## src/rtl/uart_pkg.sv

```systemverilog
// Shared UART definitions: FSM states, bit-period helper and frame width.
// Used by both the receiver and the SOC transmitter.
package uart_pkg;

  localparam int unsigned UART_DATA_BITS = 8;

  typedef enum logic [2:0] {
    IDLE,
    START,
    DATA,
    PARITY,
    STOP
  } uart_state_e;

  function automatic int unsigned clks_per_bit(input int unsigned freq, input int unsigned baud);
    return freq / baud;
  endfunction

endpackage

```

## src/rtl/uart_rx_sync.sv

```systemverilog
// Two-flop synchroniser for asynchronous inputs; both stages reset to 1 so an
// idle-high line does not produce a spurious falling edge after reset.
module uart_rx_sync (
  input  logic clk,
  input  logic reset,
  input  logic d,
  output logic q
);

  logic meta;

  always_ff @(posedge clk) begin
    if (reset) begin
      meta <= 1'b1;
      q    <= 1'b1;
    end else begin
      meta <= d;
      q    <= meta;
    end
  end

endmodule

```

## src/rtl/uart_rx.sv

```systemverilog
// 8N1 UART receiver with valid/ready holding register and error pulses.
// Define UART_RX_PARITY_EN for 8E1 framing with a live PARITY_ERR output.
module uart_rx #(
  parameter int unsigned CLK_FREQ_HZ = 12_000_000,
  parameter int unsigned BAUD_RATE   = 115_200
) (
  input  logic       CLK,
  input  logic       RESET,
  input  logic       RXD,
  output logic [7:0] DATA,
  output logic       VALID,
  input  logic       READY,
  output logic       FRAME_ERR,
  output logic       PARITY_ERR,
  output logic       OVERRUN
);

  import uart_pkg::*;

  localparam int unsigned CLKS_PER_BIT = clks_per_bit(CLK_FREQ_HZ, BAUD_RATE);
  localparam int unsigned CW           = $clog2(CLKS_PER_BIT);
  localparam logic [CW-1:0] HALF_LOAD  = CW'(CLKS_PER_BIT / 2 - 1);
  localparam logic [CW-1:0] FULL_LOAD  = CW'(CLKS_PER_BIT - 1);

  if (CLKS_PER_BIT < 4) begin : g_baud_check
    $error("uart_rx: CLKS_PER_BIT must be at least 4");
  end

  logic                      rxd_s;
  uart_state_e               state;
  logic [CW-1:0]             cnt;
  logic [2:0]                bit_idx;
  logic [UART_DATA_BITS-1:0] shift;
  logic                      tick;

  assign tick = (cnt == '0);

  uart_rx_sync u_sync (
    .clk   (CLK),
    .reset (RESET),
    .d     (RXD),
    .q     (rxd_s)
  );

`ifdef UART_RX_PARITY_EN
  logic par_bad;
`else
  assign PARITY_ERR = 1'b0;
`endif

  always_ff @(posedge CLK) begin
    if (RESET) begin
      state     <= IDLE;
      cnt       <= '0;
      bit_idx   <= '0;
      shift     <= '0;
      DATA      <= '0;
      VALID     <= 1'b0;
      FRAME_ERR <= 1'b0;
      OVERRUN   <= 1'b0;
`ifdef UART_RX_PARITY_EN
      PARITY_ERR <= 1'b0;
      par_bad    <= 1'b0;
`endif
    end else begin
      FRAME_ERR <= 1'b0;
      OVERRUN   <= 1'b0;
`ifdef UART_RX_PARITY_EN
      PARITY_ERR <= 1'b0;
`endif
      if (VALID && READY)
        VALID <= 1'b0;

      case (state)
        IDLE: begin
          if (!rxd_s) begin
            cnt   <= HALF_LOAD;
            state <= START;
          end
        end
        START: begin
          if (!tick) begin
            cnt <= cnt - 1'b1;
          end else if (!rxd_s) begin
            state   <= uart_pkg::DATA;
            bit_idx <= '0;
            cnt     <= FULL_LOAD;
          end else begin
            state <= IDLE;
          end
        end
        uart_pkg::DATA: begin
          if (!tick) begin
            cnt <= cnt - 1'b1;
          end else begin
            shift[bit_idx] <= rxd_s;
            cnt            <= FULL_LOAD;
            if (bit_idx == 3'd7) begin
`ifdef UART_RX_PARITY_EN
              state <= PARITY;
`else
              state <= STOP;
`endif
            end else begin
              bit_idx <= bit_idx + 1'b1;
            end
          end
        end
`ifdef UART_RX_PARITY_EN
        PARITY: begin
          if (!tick) begin
            cnt <= cnt - 1'b1;
          end else begin
            par_bad <= (rxd_s != ^shift);
            cnt     <= FULL_LOAD;
            state   <= STOP;
          end
        end
`endif
        STOP: begin
          if (!tick) begin
            cnt <= cnt - 1'b1;
          end else begin
            // Leaving at mid-stop lets an immediately following start bit be caught.
            state <= IDLE;
            if (!rxd_s) begin
              FRAME_ERR <= 1'b1;
`ifdef UART_RX_PARITY_EN
            end else if (par_bad) begin
              PARITY_ERR <= 1'b1;
`endif
            end else if (!VALID || READY) begin
              DATA  <= shift;
              VALID <= 1'b1;
            end else begin
              OVERRUN <= 1'b1;
            end
          end
        end
        default: state <= IDLE;
      endcase
    end
  end

endmodule

```

## config.mk

```make
export PLATFORM = sky130hd
export DESIGN_NAME = uart_rx
export DESIGN_NICKNAME = d
export VERILOG_FILES = /design/src/rtl/uart_pkg.sv /design/src/rtl/uart_rx_sync.sv /design/src/rtl/uart_rx.sv
export SDC_FILE = /design/constraint.sdc
export NUM_CORES = 1
export LEC_CHECK = 0
export ABC_AREA = 0
export BUFFER_PORTS_ARGS = -buffer_cell sky130_fd_sc_hd__buf_2
export CAP_MARGIN = 30
export CORE_AREA = 2 2 63 65
export DETAILED_ROUTE_END_ITERATION = 10
export DIE_AREA = 0 0 65 67
export HOLD_SLACK_MARGIN = 0.05
export PLACE_DENSITY = 0.78
export SYNTH_ARGS = -nofsm -noshare
export SYNTH_HDL_FRONTEND = slang
export SYNTH_SLANG_ARGS = --single-unit
```

## constraint.sdc

```tcl
create_clock -name CLK -period 2.2 [get_ports CLK]
set_clock_uncertainty 0.15 [all_clocks]
set_input_delay 0.55 -clock CLK [delete_from_list [all_inputs] [get_ports CLK]]
set_output_delay 0.55 -clock CLK [all_outputs]
set_load 0.02 [all_outputs]
```

==> impl_metrics.env, run 1 <==
export IMPL_gr_usage_all_layers=0.183
export IMPL_cp_arrival_ns=2.15
export IMPL_drv_cap=0
export IMPL_start_kind="flip-flop"
export IMPL_clock_sinks=34
export IMPL_gp_congestion=0.818
export IMPL_cts_root_buf="clkbuf_8"
export IMPL_irDropWorstVdd_mv=0.358
export IMPL_slew_headroom=0.617
export IMPL_rsz0062_at_grt="no"
export IMPL_placed_area_um2=1990
export IMPL_syn_nets=197
export IMPL_final_nets=216
export IMPL_maxSlewViolCount=0
export IMPL_synth_async_reset_ratio=0
export IMPL_synth_cell_types=49
export IMPL_synth_seq_area_share=0.367
export IMPL_fmax_ghz=0.481
export IMPL_grt_ovfl_total=0
export IMPL_regToRegSetupSlack_ns=0.12
export IMPL_grt_start_max_net_pins=19
export IMPL_synth_ff_type="dfxtp_1"
export IMPL_cts_tree="done"
export IMPL_cp_required_ns=2.27
export IMPL_stdcell_count=256
export IMPL_start_util=0.515
export IMPL_outcome="finished, final reports clean"
export IMPL_synth_top_family_by_area="simple AND/OR/NAND/NOR gates"
export IMPL_drt_wirelength_per_cell_um=13.4
export IMPL_yosysWarningCount=0
export IMPL_holdCritStartpoint="u_sync.meta"
export IMPL_core_region_area_um2=3610
export IMPL_path_clk_slew_ns=0.07
export IMPL_cp_max_fo=8
export IMPL_ant_nets=0
export IMPL_area_delta_synth_final_pct=13.8
export IMPL_fin_crit_ns=2.08
export IMPL_fp_dieH_um=67
export IMPL_netlist_area_um2=1860
export IMPL_muxShareOfSynthArea=0.0917
export IMPL_setup_viol=0
export IMPL_viasPerCell=5.47
export IMPL_synth_xor_area_share=0.00472
export IMPL_synth_seq_cells=34
export IMPL_synth_simple_gate_area_frac=0.294
export IMPL_hpwl_um=2450
export IMPL_crit_type="flip-flop to flip-flop"
export IMPL_grt_antenna_before_repair=0
export IMPL_synth_compound_area_frac=0.157
export IMPL_power_leakage_nw=0.803
export IMPL_io_buffers=14
export IMPL_fin_area_um2=2110
export IMPL_rows=22
export IMPL_grt_pass1_vias=1345
export IMPL_r2r_start="cnt[1]"
export IMPL_synth_edf_count=0
export IMPL_drt_iter0_markers=85
export IMPL_min_period_over_period=0.945
export IMPL_hold_path_class="flip-flop to flip-flop"
export IMPL_tns_ns=0
export IMPL_htree_levels=2
export IMPL_route_vias_total=1400
export IMPL_worst_pin_slew_ns=0.572
export IMPL_diodes=0
export IMPL_p_per_area_nw_per_um2=804
export IMPL_clock_latency_ns=0.29
export IMPL_layout_drive_gt1_share=0.255
export IMPL_avgSynthCellArea_um2=9.82
export IMPL_dp_cells=248
export IMPL_critPathLaunch="cnt[1]"
export IMPL_wirelength_um=3430
export IMPL_grt_pass1_wl_um=6050
export IMPL_worstSetupEndpointType="flip-flop"
export IMPL_hold_ws_ns=0.252
export IMPL_firstDrtPassIters=4
export IMPL_dieArea_um2=4360
export IMPL_synthAdderAreaFrac=0.0270
export IMPL_hold_violations=0
export IMPL_io_pins=16
export IMPL_fp_dieW_um=65
export IMPL_syn_inst=189
export IMPL_clockBufferDepth=2
export IMPL_post_route_drc_count=0
export IMPL_cts_made_buffers=5
## per-layer routing
metal,share of wire,global-route usage
met3,0.034,0.0456
met1,0.48,0.225
met5,0,0
met2,0.47,0.299
met4,0.018,0.0851
## sequential cells by signal, indices dropped and copies added (netlist names)
name         flops
bit_idx          3
OVERRUN          1
u_sync.meta      1
state            3
u_sync.q         1
FRAME_ERR        1
shift            8
DATA             8
VALID            1
cnt              7
## synth_stat cells, drive strengths merged (2+ instances only)
library cell	number	share of area
a2111oi	4	0.039
a211oi	5	0.020
a21o	2	0.0081
a21oi	4	0.011
a221oi	3	0.021
a311oi	2	0.0094
buf	7	0.028
clkbuf	7	0.014
dfxtp	34	0.37
ha	4	0.027
inv	7	0.014
mux2i	17	0.092
nand2	6	0.012
nand2b	21	0.071
nand3	6	0.016
nand3b	2	0.0081
nor2	10	0.029
nor2b	4	0.013
nor3	7	0.019
nor3b	4	0.016
nor4	4	0.030
nor4b	2	0.018
o21ai	3	0.0081
o21bai	2	0.0081
o22ai	2	0.0067
o31ai	2	0.013
or2	4	0.013
or3b	5	0.025
## area by class of cell
type / count / area [µm²]
clock buffer: 6 / 82.6
clock inverter: 1 / 30.0
fill: 320 / 1490
inverter: 7 / 26.3
multi-input combinational: 134 / 1070
sequential: 34 / 681
tap: 48 / 60.1
timing repair buffer: 26 / 160
## cell usage in the layout (no fill, tap or decap), drive strengths merged, types with 5 or more instances in the layout
cell type,netlist,final
a211oi,5,5
buf,7,26
clkbuf,7,6
dfxtp,34,34
inv,7,7
mux2i,17,17
nand2,6,6
nand2b,21,21
nand3,6,6
nor2,10,10
nor3,7,7
or3b,5,5
## report_power, final
group	switching, mW	internal, mW	total [mW]
clock	0.223	0.362	0.585
sequential	0.0410	0.645	0.686
combinational	0.249	0.178	0.427
## metrics by stage
| step | setup WS, ns | power [mW] | utilization |
|---|---|---|---|
| 3_3_place_gp | 0.145 | 1.10 | 0.552 |
| 2_1_floorplan | 0.0792 | 1.04 | - |
| 6_report | 0.121 | 1.70 | 0.586 |
| 5_1_grt | 0.00540 | 1.78 | 0.586 |
| 3_5_place_dp | 0.0912 | 1.11 | 0.552 |
| 4_1_cts | 0.0800 | 1.70 | 0.583 |
## logic make-up (layout without fill, tap and decap cells)
family          Yosys count  after routing
compound gates           31             31
xor+xnor                  1              1
fa+ha+maj                 4              4
buf+inv                  21             40
flops                    34             34
mux                      17             17
other cells               1              1
simple gates             80             80
## final timing paths
check	end	cells after the start
setup / recovery	DATA[1]	6
hold reg to reg	u_sync.q	1
hold / removal	u_sync.q	1
setup reg to reg	DATA[1]	6
## critical path, stage by stage, from the launching register on
cell and delay (ns):
dfxtp_1 0.31, inv_1 0.10, ha_1 0.16, or4b_4 0.56, nor2_8 0.18, and4_4 0.34
mux2i_1 0.20
## what timing repair did
action | CTS | global route
setup endpoints to repair | 0 | 4
gates resized for setup | 0 | 1
buffers inserted | 0 | 1
hold buffers | 0 | 0
(Power assumes the default switching activity.)
==> run 2: changes to the inputs <==
==> constraint.sdc (replaced) <==
create_clock -name CLK -period 1.9 [get_ports CLK]
set_clock_uncertainty 0.15 [all_clocks]
set_input_delay 0.475 -clock CLK [delete_from_list [all_inputs] [get_ports CLK]]
set_output_delay 0.475 -clock CLK [all_outputs]
set_load 0.02 [all_outputs]
==> impl_metrics.env, run 2 (same netlist as run 1, synthesis figures left out) <==
export IMPL_outcome="complete, but fails checks"
export IMPL_violations="negative setup slack"
export IMPL_fp_dieH_um=67
export IMPL_gr_usage_all_layers=0.218
export IMPL_slew_headroom=0.613
export IMPL_dp_cells=273
export IMPL_io_pins=16
export IMPL_ant_nets=0
export IMPL_worst_pin_slew_ns=0.572
export IMPL_htree_levels=2
export IMPL_layout_drive_gt1_share=0.446
export IMPL_met3_length_um=222
export IMPL_hold_violations=0
export IMPL_drt_wirelength_per_cell_um=16.1
export IMPL_placed_area_um2=2230
export IMPL_postCtsHoldBufs=0
export IMPL_drv_cap=0
export IMPL_fmax_ghz=0.490
export IMPL_fin_crit_ns=2.04
export IMPL_area_delta_synth_final_pct=34.5
export IMPL_final_cell_mix="40 x buf_4, 27 x dfxtp_1, 21 x nand2b_1"
export IMPL_route_met2_wl_um=2300
export IMPL_gp_congestion=0.811
export IMPL_hold_path_class="primary input to flip-flop"
export IMPL_core_region_area_um2=3610
export IMPL_stdcell_count=288
export IMPL_regToRegSetupSlack_ns=-0.14
export IMPL_wirelength_met1_um=2040
export IMPL_netSwitchingPower_uw=714
export IMPL_grt_pass1_vias=1576
export IMPL_start_util=0.515
export IMPL_post_route_drc_count=0
export IMPL_rsz0062_at_grt="yes"
export IMPL_cts_tree="done"
export IMPL_rows=22
export IMPL_filler_cell_count=275
export IMPL_irDropWorstVdd_mv=0.650
export IMPL_diodes=0
export IMPL_grt_antenna_before_repair=0
export IMPL_cp_required_ns=1.98
export IMPL_route_vias_total=1606
export IMPL_fp_dieW_um=65
export IMPL_firstDrtPassIters=4
export IMPL_clock_latency_ns=0.30
export IMPL_drt_iter0_markers=71
export IMPL_comb_power_share=0.339
export IMPL_crit_type="flip-flop to flip-flop"
export IMPL_wirelength_um=4650
export IMPL_grt_pass1_wl_um=7150
export IMPL_power_leakage_nw=0.968
export IMPL_cts_made_buffers=5
export IMPL_hpwl_um=3020
export IMPL_clkPwrFrac=0.314
export IMPL_clock_sinks=34
export IMPL_intPower_mw=1.55
export IMPL_clockBufferDepth=2
export IMPL_maxSlewViolCount=0
export IMPL_path_clk_slew_ns=0.07
export IMPL_worstSetupEndpointType="flip-flop"
export IMPL_cp_arrival_ns=2.12
export IMPL_grt_start_max_net_pins=17
export IMPL_grt_ovfl_total=0
export IMPL_final_nets=247
export IMPL_min_period_over_period=1.07
export IMPL_cp_max_fo=8
export IMPL_io_buffers=14
export IMPL_p_per_area_nw_per_um2=909
export IMPL_post_place_ws_ns=-0.167
export IMPL_final_common_cell="buf_4"
export IMPL_seq_power_share=0.348
export IMPL_setup_ws_ns=-0.141
export IMPL_top_layer_used="met4"
export IMPL_dieArea_um2=4360
export IMPL_cts_root_buf="clkbuf_8"
export IMPL_layout_top_registers="DATA (8), shift (8), cnt (7)"
export IMPL_switching_share=0.315
export IMPL_viasPerCell=5.58
export IMPL_setup_viol=21
export IMPL_fin_area_um2=2500
export IMPL_start_kind="flip-flop"
## run 2: cell type report
class | count | area, µm² | share of cell area
repair buffers | 57 | 413 | 0.165
clock buffers | 7 | 86.3 | 0.0346
inverters | 7 | 26.3 | 0.0105
flip-flops and latches | 34 | 692 | 0.277
multi-input cells | 134 | 1190 | 0.476
clock inverters | 1 | 30.0 | 0.0120
well taps | 48 | 60.1 | 0.0241
## run 2: worst paths after layout
path / startpoint / to / cells after the start
hold / removal: RXD / u_sync.meta / 2
hold reg to reg: u_sync.meta / u_sync.q / 1
setup reg to reg: cnt[1] / DATA[3] / 6
setup / recovery: cnt[1] / DATA[3] / 6
## run 2: critical path, cell delays in order, from the launching register on
cell and delay [ns]:
dfxtp_2 0.32, inv_2 0.08, ha_4 0.14, or4b_4 0.56
nor2_8 0.16, and4_4 0.34, mux2i_1 0.22
## run 2: power by group through the flow
stage / clock network [mW] / logic [mW] / registers (mW)
detailed placement: 0 / 0.640 / 0.801
global route: 0.749 / 0.811 / 0.793
floorplan: 0 / 0.417 / 0.796
CTS: 0.715 / 0.688 / 0.787
global placement: 0 / 0.621 / 0.800
finish: 0.711 / 0.768 / 0.789
## run 2: layer usage
metal	up-vias	track usage
met5	-	0
met4	0	0.0851
met3	9	0.0625
met2	50	0.366
met1	775	0.263
li1	772	-
## run 2: repair_timing
action,4_1_cts,5_1_grt
setup buffers,4,4
pin swaps,11,11
resized for setup,6,17
setup endpoints to repair,21,28
## run 2: stage by stage
stage               utilization  total power [mW]  setup TNS, ns  hold WS [ns]
floorplan                     -              1.21         -0.548         0.239
global placement          0.620              1.42         -0.830         0.256
detailed placement        0.620              1.44          -1.82         0.255
CTS                       0.664              2.19          -1.23         0.215
global route              0.692              2.35          -3.48         0.214
finish                    0.692              2.27          -1.67         0.218
==> run 3: changes to the inputs <==
--- a/config.mk
+++ b/config.mk
@@ -12,7 +12,7 @@
 export DETAILED_ROUTE_END_ITERATION = 10
 export DIE_AREA = 0 0 65 67
 export HOLD_SLACK_MARGIN = 0.05
-export PLACE_DENSITY = 0.78
+export PLACE_DENSITY = 0.72
 export SYNTH_ARGS = -nofsm -noshare
 export SYNTH_HDL_FRONTEND = slang
 export SYNTH_SLANG_ARGS = --single-unit
==> impl_metrics.env, run 3 (same netlist as run 1, synthesis figures left out) <==
export IMPL_reg2reg_depth=7
export IMPL_final_nets=248
export IMPL_area_delta_synth_final_pct=36.5
export IMPL_diodes=0
export IMPL_final_cell_mix="41 x buf_4, 27 x dfxtp_1, 20 x nand2b_1"
export IMPL_filler_cell_count=261
export IMPL_cp_max_fo=3
export IMPL_outcome="complete, but fails checks"
export IMPL_clkPwrFrac=0.258
export IMPL_r2r_start="bit_idx[0]"
export IMPL_grt_antenna_before_repair=0
export IMPL_seq_power_share=0.362
export IMPL_drv_cap=0
export IMPL_ant_nets=0
export IMPL_firstDrtPassIters=4
export IMPL_route_vias_total=1611
export IMPL_p_per_area_nw_per_um2=855
export IMPL_slowest_stage="a2111oi_4"
export IMPL_hold_path_class="primary input to flip-flop"
export IMPL_rows=22
export IMPL_intPower_mw=1.45
export IMPL_grt_ovfl_total=0
export IMPL_power_mw=2.17
export IMPL_crit_type="flip-flop to flip-flop"
export IMPL_irDropWorstVdd_mv=0.503
export IMPL_crit_family="compound AO/OA/AOI/OAI gates"
export IMPL_holdCritStartpoint="RXD"
export IMPL_rr_endpoint="bit_idx[2]"
export IMPL_viasPerCell=5.57
export IMPL_io_pins=16
export IMPL_grt_pass1_vias=1606
export IMPL_maxSlewViolCount=0
export IMPL_drt_wirelength_per_cell_um=15.9
export IMPL_grt_start_max_net_pins=17
export IMPL_clock_latency_ns=0.28
export IMPL_wirelength_um=4590
export IMPL_worstSetupEndpointType="flip-flop"
export IMPL_final_common_cell="buf_4"
export IMPL_register_area_um2=694
export IMPL_cts_root_buf="clkbuf_8"
export IMPL_power_leakage_nw=0.979
export IMPL_violations="negative setup slack"
export IMPL_io_buffers=14
export IMPL_post_route_drc_count=0
export IMPL_cp_common_cell="ha_4"
export IMPL_netSwitchingPower_uw=714
export IMPL_gp_congestion=0.839
export IMPL_start_util=0.515
export IMPL_clockBufferDepth=2
export IMPL_cts_tree="done"
export IMPL_hold_ws_ns=0.227
export IMPL_setup_viol=22
export IMPL_min_period_over_period=1.08
export IMPL_hold_violations=0
export IMPL_fin_crit_ns=2.05
export IMPL_path_clk_slew_ns=0.07
export IMPL_start_kind="flip-flop"
export IMPL_clock_sinks=34
export IMPL_hold_path_end="u_sync.meta"
export IMPL_layout_drive_gt1_share=0.481
export IMPL_cts_made_buffers=5
export IMPL_holdPathStages=2
export IMPL_slowest_delay_ns=0.38
export IMPL_layout_top_registers="DATA (8), shift (8), cnt (7)"
export IMPL_cp_required_ns=1.97
export IMPL_path_cells="ha_4 -> ha_4 -> or3b_4 -> a2111oi_4 -> buf_4 -> nand3_1 -> a21oi_2"
export IMPL_gr_usage_all_layers=0.222
export IMPL_hpwl_um=2950
export IMPL_htree_levels=2
export IMPL_comb_power_share=0.380
export IMPL_rsz0062_at_grt="yes"
export IMPL_core_region_area_um2=3610
export IMPL_grt_pass1_wl_um=7330
export IMPL_fp_dieW_um=65
export IMPL_switching_share=0.330
export IMPL_cp_arrival_ns=2.13
export IMPL_fp_dieH_um=67
export IMPL_multi_input_area_um2=1240
export IMPL_fmax_ghz=0.487
export IMPL_critPathBufInv=1
export IMPL_dieArea_um2=4360
export IMPL_drt_iter0_markers=84
export IMPL_setup_ws_ns=-0.153
export IMPL_regToRegSetupSlack_ns=-0.15
==> run 3: changes by cell type in the layout (fill, tap and decap cells not counted), moves of 2 or more <==
cell,change
nor3_2,+2
a311oi_2,+2
nor2_4,-2
a311oi_1,-2
==> run 3: worst max path at each step <==
stage | from | endpoint | slack (ns) | cells after the start
5_1_grt | cnt[1] | DATA[2] | -0.22 | 6
2_1_floorplan | bit_idx[0] | bit_idx[0] | -0.11 | 6
3_5_place_dp | cnt[0] | cnt[4] | -0.17 | 7
6_report | bit_idx[0] | bit_idx[2] | -0.15 | 7
3_3_place_gp | bit_idx[0] | bit_idx[0] | -0.10 | 6
4_1_cts | bit_idx[0] | bit_idx[2] | -0.12 | 7
==> run 3: metal layers <==
metal	global-route usage	vias up	wire, µm
li1	-	782	-
met1	0.254	789	1950
met2	0.409	34	2430
met3	0.0372	6	161
met4	0.0904	0	52
met5	0	-	0
==> run 3: per-stage QoR <==
step | setup TNS (ns) | cells | instance area (µm²) | utilization | setup WS [ns]
floorplan | -0.548 | 189 | 1900 | - | -0.110
global placement | -0.855 | 269 | 2200 | 0.611 | -0.102
detailed placement | -1.79 | 269 | 2200 | 0.611 | -0.168
CTS | -1.45 | 282 | 2400 | 0.667 | -0.119
global route | -4.00 | 289 | 2530 | 0.702 | -0.223
finish | -1.98 | 289 | 2530 | 0.702 | -0.153
==> run 3: layout make-up <==
| cell class | count | share of cell area |
|---|---|---|
| timing repair buffer | 58 | 0.166 |
| clock inverter | 2 | 0.00494 |
| multi-input combinational | 134 | 0.488 |
| inverter | 7 | 0.0104 |
| tap | 48 | 0.0237 |
| sequential | 34 | 0.274 |
| clock buffer | 6 | 0.0326 |
==> run 3: what timing repair did <==
item | CTS | global route
gates resized for setup | 14 | 17
pin swaps | 11 | 11
buffers inserted | 5 | 7
hold buffers | 0 | 0
setup endpoints to repair | 20 | 29
==> run 3: power groups by stage <==
stage	Combinational (mW)	Sequential (mW)	Clock [mW]
after global routing	0.877	0.790	0.598
after floorplan	0.417	0.796	0
after detailed placement	0.643	0.797	0
final	0.822	0.784	0.559
after global placement	0.623	0.794	0
after CTS	0.699	0.781	0.569
